## src/rtl/timestamp_capture.sv

```systemverilog
// Event timestamp capture: synchronizes an async event line, stamps each rising edge
// with the timebase, and queues {first, delta, stamp} entries in a small FIFO.
module timestamp_capture #(
   parameter int unsigned DEPTH       = 4,
   parameter int unsigned SYNC_STAGES = 2
) (
   input  logic                     clock,
   input  logic                     reset_n,
   input  logic [31:0]              counter,
   input  logic                     event_in,
   input  logic                     clear_ovf,
   output logic                     ts_valid,
   input  logic                     ts_ready,
   output logic [31:0]              ts_stamp,
   output logic [31:0]              ts_delta,
   output logic                     ts_first,
   output logic [$clog2(DEPTH):0]   fifo_level,
   output logic                     overflow,
   output logic [7:0]               drop_count
);

   localparam int unsigned AW = $clog2(DEPTH);
   localparam int unsigned LW = AW + 1;

   typedef struct packed {
      logic        first;
      logic [30:0] delta;
      logic [30:0] stamp;
   } entry_t;

   logic [SYNC_STAGES-1:0] sync_q;
   logic [SYNC_STAGES-1:0] fill_q;
   logic                   edge_q;
   logic                   armed_q;
   logic                   first_q;
   logic [30:0]            last_ts_q;
   logic [AW-1:0]          wr_ptr_q;
   logic [AW-1:0]          rd_ptr_q;
   logic [LW-1:0]          count_q;
   entry_t                 mem [DEPTH];

   logic                   detect_c;
   logic                   full_c;
   logic                   pop_c;
   logic                   push_c;
   logic                   drop_c;
   entry_t                 new_entry_c;
   entry_t                 head_nxt_c;
   logic [AW-1:0]          rd_ptr_nxt_c;
   logic [LW-1:0]          count_nxt_c;

   // fill_q marks when the synchronizer holds real samples; armed_q then waits for a
   // genuine low so a line already high at reset release is not reported as an event.
   always_comb begin
      detect_c     = armed_q & sync_q[SYNC_STAGES-1] & ~edge_q;
      full_c       = (count_q == LW'(DEPTH));
      pop_c        = ts_valid & ts_ready;
      push_c       = detect_c & (~full_c | pop_c);
      drop_c       = detect_c & full_c & ~pop_c;
      new_entry_c.first = first_q;
      new_entry_c.stamp = counter[30:0];
      new_entry_c.delta = first_q ? 31'd0 : (counter[30:0] - last_ts_q);
      rd_ptr_nxt_c = pop_c ? rd_ptr_q + AW'(1) : rd_ptr_q;
      count_nxt_c  = count_q + LW'(push_c) - LW'(pop_c);
      // When the write lands on the next head slot, forward it into the output registers.
      if (push_c && (count_q == LW'(pop_c))) begin
         head_nxt_c = new_entry_c;
      end else begin
         head_nxt_c = mem[rd_ptr_nxt_c];
      end
   end

   always_ff @(posedge clock) begin
      if (push_c) begin
         mem[wr_ptr_q] <= new_entry_c;
      end
   end

   always_ff @(posedge clock or negedge reset_n) begin
      if (!reset_n) begin
         sync_q     <= '0;
         fill_q     <= '0;
         edge_q     <= 1'b0;
         armed_q    <= 1'b0;
         first_q    <= 1'b1;
         last_ts_q  <= '0;
         wr_ptr_q   <= '0;
         rd_ptr_q   <= '0;
         count_q    <= '0;
         ts_valid   <= 1'b0;
         ts_stamp   <= '0;
         ts_delta   <= '0;
         ts_first   <= 1'b0;
         fifo_level <= '0;
         overflow   <= 1'b0;
         drop_count <= '0;
      end else begin
         sync_q  <= {sync_q[SYNC_STAGES-2:0], event_in};
         fill_q  <= {fill_q[SYNC_STAGES-2:0], 1'b1};
         edge_q  <= sync_q[SYNC_STAGES-1];
         if (fill_q[SYNC_STAGES-1] && !sync_q[SYNC_STAGES-1]) begin
            armed_q <= 1'b1;
         end
         if (detect_c) begin
            first_q   <= 1'b0;
            last_ts_q <= counter[30:0];
         end
         if (push_c) begin
            wr_ptr_q <= wr_ptr_q + AW'(1);
         end
         rd_ptr_q   <= rd_ptr_nxt_c;
         count_q    <= count_nxt_c;
         fifo_level <= count_nxt_c;
         ts_valid   <= (count_nxt_c != '0);
         ts_stamp   <= {1'b0, head_nxt_c.stamp};
         ts_delta   <= {1'b0, head_nxt_c.delta};
         ts_first   <= head_nxt_c.first;
         // A drop in the same cycle as a clear wins: it restarts the count at one.
         if (drop_c) begin
            overflow <= 1'b1;
            if (clear_ovf) begin
               drop_count <= 8'd1;
            end else if (drop_count != 8'hFF) begin
               drop_count <= drop_count + 8'd1;
            end
         end else if (clear_ovf) begin
            overflow   <= 1'b0;
            drop_count <= '0;
         end
      end
   end

endmodule

```

## config.mk

```make
export PLATFORM = sky130hd
export DESIGN_NAME = timestamp_capture
export DESIGN_NICKNAME = d
export VERILOG_FILES = /design/src/rtl/timestamp_capture.sv
export SDC_FILE = /design/constraint.sdc
export NUM_CORES = 1
export LEC_CHECK = 0
export CAP_MARGIN = 20
export CORE_ASPECT_RATIO = 0.7
export CORE_MARGIN = 10
export CORE_UTILIZATION = 60
export CTS_BUF_LIST = sky130_fd_sc_hd__clkbuf_2
export DETAILED_ROUTE_END_ITERATION = 16
export PLACE_DENSITY_LB_ADDON = 0.12
export SLEW_MARGIN = 20
export SYNTH_ARGS = -nofsm -noshare
export SYNTH_HDL_FRONTEND = slang
export SYNTH_SLANG_ARGS = --single-unit
```

## constraint.sdc

```tcl
create_clock -name clock -period 4.2 [get_ports clock]
set_input_delay 0.63 -clock clock [delete_from_list [all_inputs] [get_ports clock]]
set_output_delay 0.63 -clock clock [all_outputs]
set_load 0.05 [all_outputs]
```

==> out/results.ini, run 1 <==
[run_status]
outcome = complete, no violations

[routing]
finalWirelength_mm = 32.78
final_antenna_net_count = 0
drt_iter0_markers = 755
drt-pass1-iter-count = 7
via_count = 9114
vias_per_cell = 5.679
drc = 0
wl_per_cell_um = 20.43

[layout]
multi_input_area_um2 = 4902
fillerInstances = 1760
syn2layout_area_growth_pct = 15.53
layout_commonest_cell = edfxtp_1
nNetsFinal = 1255
drive_gt1_frac = 0.2673
final_cell_mix = edfxtp_1, clkbuf_2, dfrtp_1
ff_latch_area_um2 = 10520

[power_and_ir_drop]
worst_ir_drop_vdd_uv = 456.7
power_frac_seq = 0.391
p_total_w = 0.01276
p_int_w = 0.007991
combPwrFrac = 0.428
clockPowerShare = 0.181
p_sw_frac = 0.3738
switchingPower_w = 0.004771
power_density_nw_per_um2 = 697.7
leakage_nw = 6.971

[global_routing]
grt_max_degree = 78
grt_antenna_before_repair = 1
first_global_vias = 9479
grt_pass1_wl_mm = 52.84
grt.overflow.total = 0
grt.total_usage = 0.1997

[logic_synthesis]
ys_ff_latch = 370
synth_edf_count = 252
synth_area_per_cell_um2 = 15.85
synthCells = 999
synth-adder-area-share = 0.03177
synth_top_family_by_area = multiplexers
yosysSeqAreaShare = 0.6645
synth-main-ff-cell = edfxtp_1
syn-cell-area_um2 = 15830
synth_xor_area_frac = 0.02039
synth-compound-area-share = 0.05484
ys_warn_count = 0
ys_async_sr_fraction = 0.3189
muxShareOfSynthArea = 0.1436
synth-simple-area-share = 0.05603
synth_cell_types = 72

[clock_tree]
numClockSinks = 370
cts_buffers = 85
clock-root-buffer = clkbuf_2
htree_levels = 3
postCtsSetupBuffers = 0
cts_max_path_buffers = 3
clkSlewWorstSetupHoldPaths_ns = 0.12
clock_latency_ns = 0.92
cts_tree = yes

[timing]
min_period_ns = 3.022
setup_tns_ns = 0
max_freq_ghz = 0.3309
period_share = 0.7194
finalHoldViolCount = 0
setup_viol = 0
skew_ns = 0.07528
slew_violations = 0
grt_setup_unrepaired = false
tightest_slew_ns = 1.029
slew_headroom = 0.3140

[critical_path]
endpoint = ts_delta[27]$_DFF_PN0_
ff2ff_setup_slack_ns = 1.18
max_stage_delay_ns = 0.70
crit_path_top_delay_cell = or4_2
cp-start-kind = register
r2r-start = edge_q$_DFF_PN0_
crit_chain = nand3b_1 > buf_4 > or4_2 > or2_1 > o31ai_1
crit_start = edge_q$_DFF_PN0_
arrival_ns = 3.73
required_ns = 4.91
worstSetupEndpointType = register
r2r_end = ts_delta[27]$_DFF_PN0_
critPathMaxFanout = 37
critical_path_class = reg -> reg
ff2ff_path_depth = 5

[floorplanning]
rows = 49
core_area_um2 = 25810
start_util = 0.6134
die_h_um = 155.9
num_io_pins = 115
die_w_um = 214.2
dieArea_um2 = 33390

[place]
placement.io_buffers = 111
place_congestion = 0.9005
dp_hpwl_mm = 20.70

[hold_path]
hold_path_class = in -> reg

[flow_run]
drv_cap = 0

worst max-delay path: cells and delay by family (launching register included):
family	cells	cell delay, ns
and+or+nand+nor	3	1.48
DFF	1	0.38
AOI/OAI and AO/OA	1	0.60
buffers and inverters	1	0.32
cell usage after synthesis (16+ instances only):
cell,n,share of area
mux2_2,75,0.053
mux4_2,63,0.090
nor2_1,54,0.013
edfxtp_1,252,0.48
buf_2,19,0.0060
xor2_1,16,0.0089
dfrtp_1,117,0.18
nand2_1,54,0.013
ha_1,37,0.029
a21oi_1,29,0.0092
o21ai_0,24,0.0076
clkbuf_1,17,0.0040
inv_1,45,0.011
xnor2_1,19,0.011
cells by family after synthesis:
kind of cell	Yosys count
flip-flops	370
AND/OR/NAND/NOR	185
multiplexers	139
AO/OA/AOI/OAI	132
buffers and inverters	96
adder cells (fa/ha/maj)	39
XOR/XNOR	36
other	2
state kept, by name, indices dropped and copies added (netlist names):
| signal | flops |
|---|---|
| edge_q | 1 |
| drop_count | 8 |
| ts_valid | 1 |
| mem | 252 |
| overflow | 1 |
| armed_q | 1 |
| fill_q | 2 |
| count_q | 3 |
| wr_ptr_q | 2 |
| ts_delta | 31 |
| last_ts_q | 31 |
| ts_stamp | 31 |
| ts_first | 1 |
| first_q | 1 |
| sync_q | 2 |
| rd_ptr_q | 2 |
worst min-delay path by stage:
stage	start	slack [ns]	to	depth (start not counted)
floorplan	reset_n	0.33	armed_q$_DFFE_PN0P_	0
global placement	fill_q[0]$_DFF_PN0_	0.33	fill_q[1]$_DFF_PN0_	0
detailed placement	fill_q[0]$_DFF_PN0_	0.34	fill_q[1]$_DFF_PN0_	0
CTS	event_in	0.04	sync_q[0]$_DFF_PN0_	1
global route	event_in	0.07	sync_q[0]$_DFF_PN0_	1
finish	event_in	0.15	sync_q[0]$_DFF_PN0_	1
routing by layer:
metal / track usage / routed length, µm
met1: 0.2859 / 15340
met2: 0.2984 / 14770
met3: 0.04998 / 2280
met5: 0 / 0
met4: 0.06160 / 393
cell type report:
type                    instances  area share
repair buffers                142     0.07846
flip-flops and latches        370      0.5752
clock buffers                 131     0.03584
multi-input cells             534      0.2680
diodes                          2   0.0002736
inverters                      46    0.009440
clock inverters                23    0.008345
well taps                     357     0.02442
power groups by stage:
| stage | clock network, W | registers (W) | logic (W) |
|---|---|---|---|
| after global routing | 0.00258 | 0.00505 | 0.00585 |
| after global placement | 0 | 0.00506 | 0.00544 |
| after CTS | 0.00239 | 0.00500 | 0.00552 |
| after detailed placement | 0 | 0.00508 | 0.00549 |
| final | 0.00231 | 0.00500 | 0.00546 |
| after floorplan | 0 | 0.00622 | 0.00272 |
what timing repair did:
action | CTS | global route
gates resized for setup | 0 | 0
endpoints found under the hold margin | 75 | 0
hold buffers | 1 | 0
per-stage QoR:
step / setup WS [ns] / instance area (µm²) / utilization / std cells / hold slack (ns)
after floorplan: 1.001 / 15840 / - / 1000 / 0.3312
after global placement: 0.4965 / 17470 / 0.6768 / 1448 / 0.3322
after detailed placement: 0.4184 / 17470 / 0.6768 / 1448 / 0.3396
after CTS: 1.233 / 18290 / 0.7085 / 1603 / 0.04360
after global routing: 1.038 / 18290 / 0.7087 / 1605 / 0.06963
final: 1.178 / 18290 / 0.7087 / 1605 / 0.1488
(Power assumes the default switching activity.)
==> inputs of run 2 (changes only) <==
==> constraint.sdc (replaced) <==
create_clock -name clock -period 3.1 [get_ports clock]
set_input_delay 0.465 -clock clock [delete_from_list [all_inputs] [get_ports clock]]
set_output_delay 0.465 -clock clock [all_outputs]
set_load 0.05 [all_outputs]
==> run 2 against run 1 <==
Sequential share of layout area shrank 2.3 points. Power grew 40%. Sequential power grew 35%. First-iteration DRC count grew 10%.
==> out/results.ini, run 2 (synthesis gave the netlist of run 1 again) <==
[run_status]
outcome = complete, no violations

[timing]
setup_tns_ns = 0
min_period_ns = 2.778
finalHoldViolCount = 0
max_freq_ghz = 0.3600
slew_violations = 0
grt_setup_unrepaired = false
fin_ws_ns = 0.3219
tightest_slew_ns = 0.7738
slew_headroom = 0.4841
setup_viol = 0
period_share = 0.8962
skew_ns = 0.06839

[layout]
stdcell_count = 1696
regMostFlops = mem
syn2layout_area_growth_pct = 20.40
layout_commonest_cell = edfxtp_1
stdcell_area_um2 = 19060
drive_gt1_frac = 0.3169
fillerInstances = 1685
largest_reg_flops = 252
multi_input_area_um2 = 4902
final_cell_mix = edfxtp_1, clkbuf_2, dfrtp_1
nNetsFinal = 1346
ff_latch_area_um2 = 10520

[global_routing]
grt_pass1_wl_mm = 54.77
grt_antenna_before_repair = 1
grt.total_usage = 0.2084
grt_max_degree = 70
first_global_vias = 9875
grt.overflow.total = 0

[power_and_ir_drop]
combPwrFrac = 0.443
p_sw_frac = 0.3696
power_frac_seq = 0.378
p_int_w = 0.01129
leakage_nw = 7.458
clockPowerShare = 0.179
p_total_w = 0.01790
switchingPower_w = 0.006617
worst_ir_drop_vdd_uv = 732.3
power_density_nw_per_um2 = 939.1

[clock_tree]
clkSlewWorstSetupHoldPaths_ns = 0.11
clock_latency_ns = 0.92
cts_max_path_buffers = 3
cts_tree = yes
clock-root-buffer = clkbuf_2
cts_buffers = 83
numClockSinks = 370
cts_resized = 0
htree_levels = 3

[routing]
final_antenna_net_count = 0
vias_per_cell = 5.605
drc = 0
via_count = 9506
wl_per_cell_um = 20.08
finalWirelength_mm = 34.05
drt_iter0_markers = 832
drt-pass1-iter-count = 5

[flow_run]
drv_cap = 0

[critical_path]
worstSetupEndpointType = register
cp-start-kind = register
max_stage_delay_ns = 0.40
critPathMaxFanout = 4
required_ns = 3.72
crit_buf_inv = 0
crit_path_top_delay_cell = dfrtp_1
arrival_ns = 3.40
critPathTopFamily = compound AO/OA/AOI/OAI gates
crit_chain = ha_1 > fa_1 > nor2b_1 > o2111ai_1 > nand3_1 > o211ai_2 > o41ai_1 > xnor2_1 > nor2_1
critical_path_class = reg -> reg

[floorplanning]
dieArea_um2 = 33390
rows = 49
die_h_um = 155.9
num_io_pins = 115
start_util = 0.6134
die_w_um = 214.2
core_area_um2 = 25810

[place]
placement.io_buffers = 111
dp_hpwl_mm = 22.11
place_congestion = 0.9444
dpl_cell_area_um2 = 18220
dp_cells = 1540
post-place-ws_ns = -0.2718

[hold_path]
hold_path_class = in -> async

==> run 2: cell count changes in the layout (fill, tap and decap cells not counted) <==
cell and change:
diode_2 -1, buf_4 +87, dlygate4sd3_1 +1, inv_2 +1, bufinv_16 +1, clkinv_2 +1, clkinvlp_4 -3, clkbuf_2 -1
buf_12 +5
==> run 2: timing repair <==
item / 4_1_cts / 5_1_grt
buffers inserted: 0 / 0
hold endpoints to repair: 118 / 0
hold buffers: 2 / 0
==> run 2: routing by layer <==
metal	track usage	routed length, µm	vias to the layer above
li1	-	-	4383
met1	0.2971	15710	4738
met2	0.3181	15510	331
met3	0.04669	2317	54
met4	0.06193	522	0
met5	0	0	-
==> run 2: area by class of cell <==
class	count	area share
antenna	1	0.0001313
clock buffer	130	0.03413
clock inverter	23	0.008861
inverter	46	0.009058
multi-input combinational	534	0.2572
sequential	370	0.5519
tap	357	0.02343
timing repair buffer	235	0.1153
==> run 2: power groups by stage <==
stage	registers [W]	clock network (W)	logic, W
after detailed placement	0.00688	0	0.00797
final	0.00677	0.00320	0.00794
after global routing	0.00685	0.00357	0.00849
after CTS	0.00677	0.00330	0.00801
after floorplan	0.00842	0	0.00368
after global placement	0.00685	0	0.00784
==> run 2: path summary, 6_finish.rpt <==
kind / from / end / slack, ns / cells after the start
max in group asynchronous: reset_n / first_q$_DFFE_PN1P_ / 2.31 / 3
setup / recovery: last_ts_q[0]$_DFFE_PN0P_ / mem[0][55]$_DFFE_PP_ / 0.32 / 9
hold reg to reg: sync_q[0]$_DFF_PN0_ / sync_q[1]$_DFF_PN0_ / 0.36 / 0
hold / removal: reset_n / ts_delta[11]$_DFF_PN0_ / 0.07 / 2
setup reg to reg: last_ts_q[0]$_DFFE_PN0P_ / mem[0][55]$_DFFE_PP_ / 0.32 / 9
min in group clock: counter[0] / mem[3][0]$_DFFE_PP_ / 0.25 / 2
==> run 2: metrics by stage <==
stage               utilization  hold WS (ns)
floorplan                     -        0.1694
global placement         0.7059        0.3323
detailed placement       0.7059        0.3435
CTS                      0.7385      0.008405
global route             0.7386       0.03698
finish                   0.7386       0.07417
==> inputs of run 3 (changes only) <==
--- a/config.mk
+++ b/config.mk
@@ -12,6 +12,7 @@
 export CTS_BUF_LIST = sky130_fd_sc_hd__clkbuf_2
 export DETAILED_ROUTE_END_ITERATION = 16
 export PLACE_DENSITY_LB_ADDON = 0.12
+export REMOVE_ABC_BUFFERS = 1
 export SLEW_MARGIN = 20
 export SYNTH_ARGS = -nofsm -noshare
 export SYNTH_HDL_FRONTEND = slang
==> constraint.sdc (replaced) <==
create_clock -name clock -period 2.8 [get_ports clock]
set_input_delay 0.42 -clock clock [delete_from_list [all_inputs] [get_ports clock]]
set_output_delay 0.42 -clock clock [all_outputs]
set_load 0.05 [all_outputs]
==> run 3 against run 2 <==
Critical path depth up 1. Flip-flop and latch count unchanged. Combinational power grew 12%. Power rose by 11%. Register-to-register slack got worse by 0.14 ns. Clock-buffer cell count grew 1. Sequential share of layout area down 0.71 points. Clock power increased by 6.9%. Via count grew 1.8%.
==> out/results.ini, run 3 (synthesis gave the netlist of run 1 again) <==
[timing]
slew_headroom = 0.4954
tightest_slew_ns = 0.7569
setup_tns_ns = 0
slew_violations = 0
setup_viol = 0
fin_ws_ns = 0.1856
finalHoldViolCount = 0
min_period_ns = 2.614
period_share = 0.9337
skew_ns = 0.08740
max_freq_ghz = 0.3825

[run_status]
outcome = complete, no violations

[layout]
nNetsFinal = 1376
final_cell_mix = edfxtp_1, buf_4, clkbuf_2
fillerInstances = 1676
drive_gt1_frac = 0.3384
largest_reg_flops = 252
layout_commonest_cell = edfxtp_1
regMostFlops = mem
stdcell_area_um2 = 19310
stdcell_count = 1729
syn2layout_area_growth_pct = 21.98

[place]
dp_hpwl_mm = 22.89
dp_cells = 1567
place_congestion = 0.9311
post-place-ws_ns = -0.6980
dpl_cell_area_um2 = 18440
placement.io_buffers = 111

[clock_tree]
clock-root-buffer = clkbuf_2
htree_levels = 3
clock_latency_ns = 0.93
cts_max_path_buffers = 3
clkSlewWorstSetupHoldPaths_ns = 0.13
cts_buffers = 85
numClockSinks = 370
cts_tree = yes

[global_routing]
grt_max_degree = 70
grt.total_usage = 0.2150
grt.overflow.total = 0
grt_pass1_wl_mm = 56.52
first_global_vias = 10150
grt_antenna_before_repair = 1

[flow_run]
drv_cap = 0

[critical_path]
ff2ff_path_depth = 10
critical_path_class = reg -> reg
worstSetupEndpointType = register
cp-start-kind = register
crit_start = last_ts_q[0]$_DFFE_PN0P_
ff2ff_setup_slack_ns = 0.19
r2r_end = mem[2][48]$_DFFE_PP_
arrival_ns = 3.25
required_ns = 3.44
r2r-start = last_ts_q[0]$_DFFE_PN0P_
critPathMaxFanout = 4

[routing]
finalWirelength_mm = 35.03
drt-pass1-iter-count = 5
wl_per_cell_um = 20.26
drc = 0
via_count = 9676
vias_per_cell = 5.596
drt_iter0_markers = 873
final_antenna_net_count = 0

[floorplanning]
die_w_um = 214.2
start_util = 0.6134
num_io_pins = 115
dieArea_um2 = 33390
die_h_um = 155.9
core_area_um2 = 25810
rows = 49

[power_and_ir_drop]
power_density_nw_per_um2 = 1026
worst_ir_drop_vdd_uv = 851.9
leakage_nw = 7.602

[hold_path]
hold_path_class = in -> async

==> run 3: cell count changes in the layout (fill, tap and decap cells not counted), sizes merged <==
cell | before | now
buf | 123 | 151
bufinv | 3 | 1
clkbuf | 130 | 131
clkinv | 19 | 21
clkinvlp | 0 | 1
inv | 47 | 50
==> run 3: report_power, final <==
| part | switching (W) | total [W] | internal, W |
|---|---|---|---|
| clock | 0.00207 | 0.00342 | 0.00134 |
| combinational | 0.00494 | 0.00887 | 0.00392 |
| sequential | 0.000368 | 0.00753 | 0.00716 |
| total | 0.00738 | 0.0198 | 0.0124 |
==> run 3: worst max path at each step <==
stage | to | slack [ns] | cells past startpoint
floorplan | ts_delta[30]$_DFF_PN0_ | -2.13 | 5
CTS | mem[0][55]$_DFFE_PP_ | 0.05 | 9
finish | mem[2][48]$_DFFE_PP_ | 0.19 | 10
global route | mem[2][48]$_DFFE_PP_ | -0.002 | 10
detailed placement | mem[2][55]$_DFFE_PP_ | -0.70 | 11
global placement | mem[1][55]$_DFFE_PP_ | -0.57 | 11
==> run 3: final cells by class <==
class	count	area, µm²	share of cell area
sequential	370	10520	0.5448
tap	357	446.7	0.02313
inverter	46	172.7	0.008940
antenna	1	2.502	0.0001296
clock inverter	27	140.1	0.007256
multi-input combinational	534	4954	0.2565
timing repair buffer	263	2421	0.1254
clock buffer	131	655.6	0.03395
==> run 3: timing repair <==
item                                    4_1_cts  5_1_grt
hold endpoints to repair                     67        0
buffers inserted                              0        1
endpoints found under the setup margin        1       44
hold buffers                                  2        0
gates cloned                                  0        0
gates resized for setup                       1       10
==> run 3: metrics by stage <==
step                hold slack (ns)    util  power (W)
floorplan                    0.1244       -    0.01306
global placement             0.3329  0.7143    0.01635
detailed placement           0.3357  0.7143    0.01650
CTS                         0.03438  0.7461    0.01997
global route                0.08015  0.7483    0.02091
finish                       0.1057  0.7483    0.01981
==> run 3: per-layer routing <==
layer,track usage,share of wire,up-vias
met5,0,0,-
met3,0.04514,0.069,53
met2,0.3169,0.44,356
met1,0.3167,0.47,4818
li1,-,-,4449
met4,0.06799,0.016,0
==> run 3: critical path, cell delays in order (launching register included) <==
cell	delay, ns
dfrtp_1	0.40
ha_1	0.22
buf_4	0.14
nor2b_1	0.16
o211ai_1	0.20
buf_4	0.20
a211o_1	0.30
and3_1	0.20
buf_4	0.13
xor2_1	0.28
nor2_1	0.15
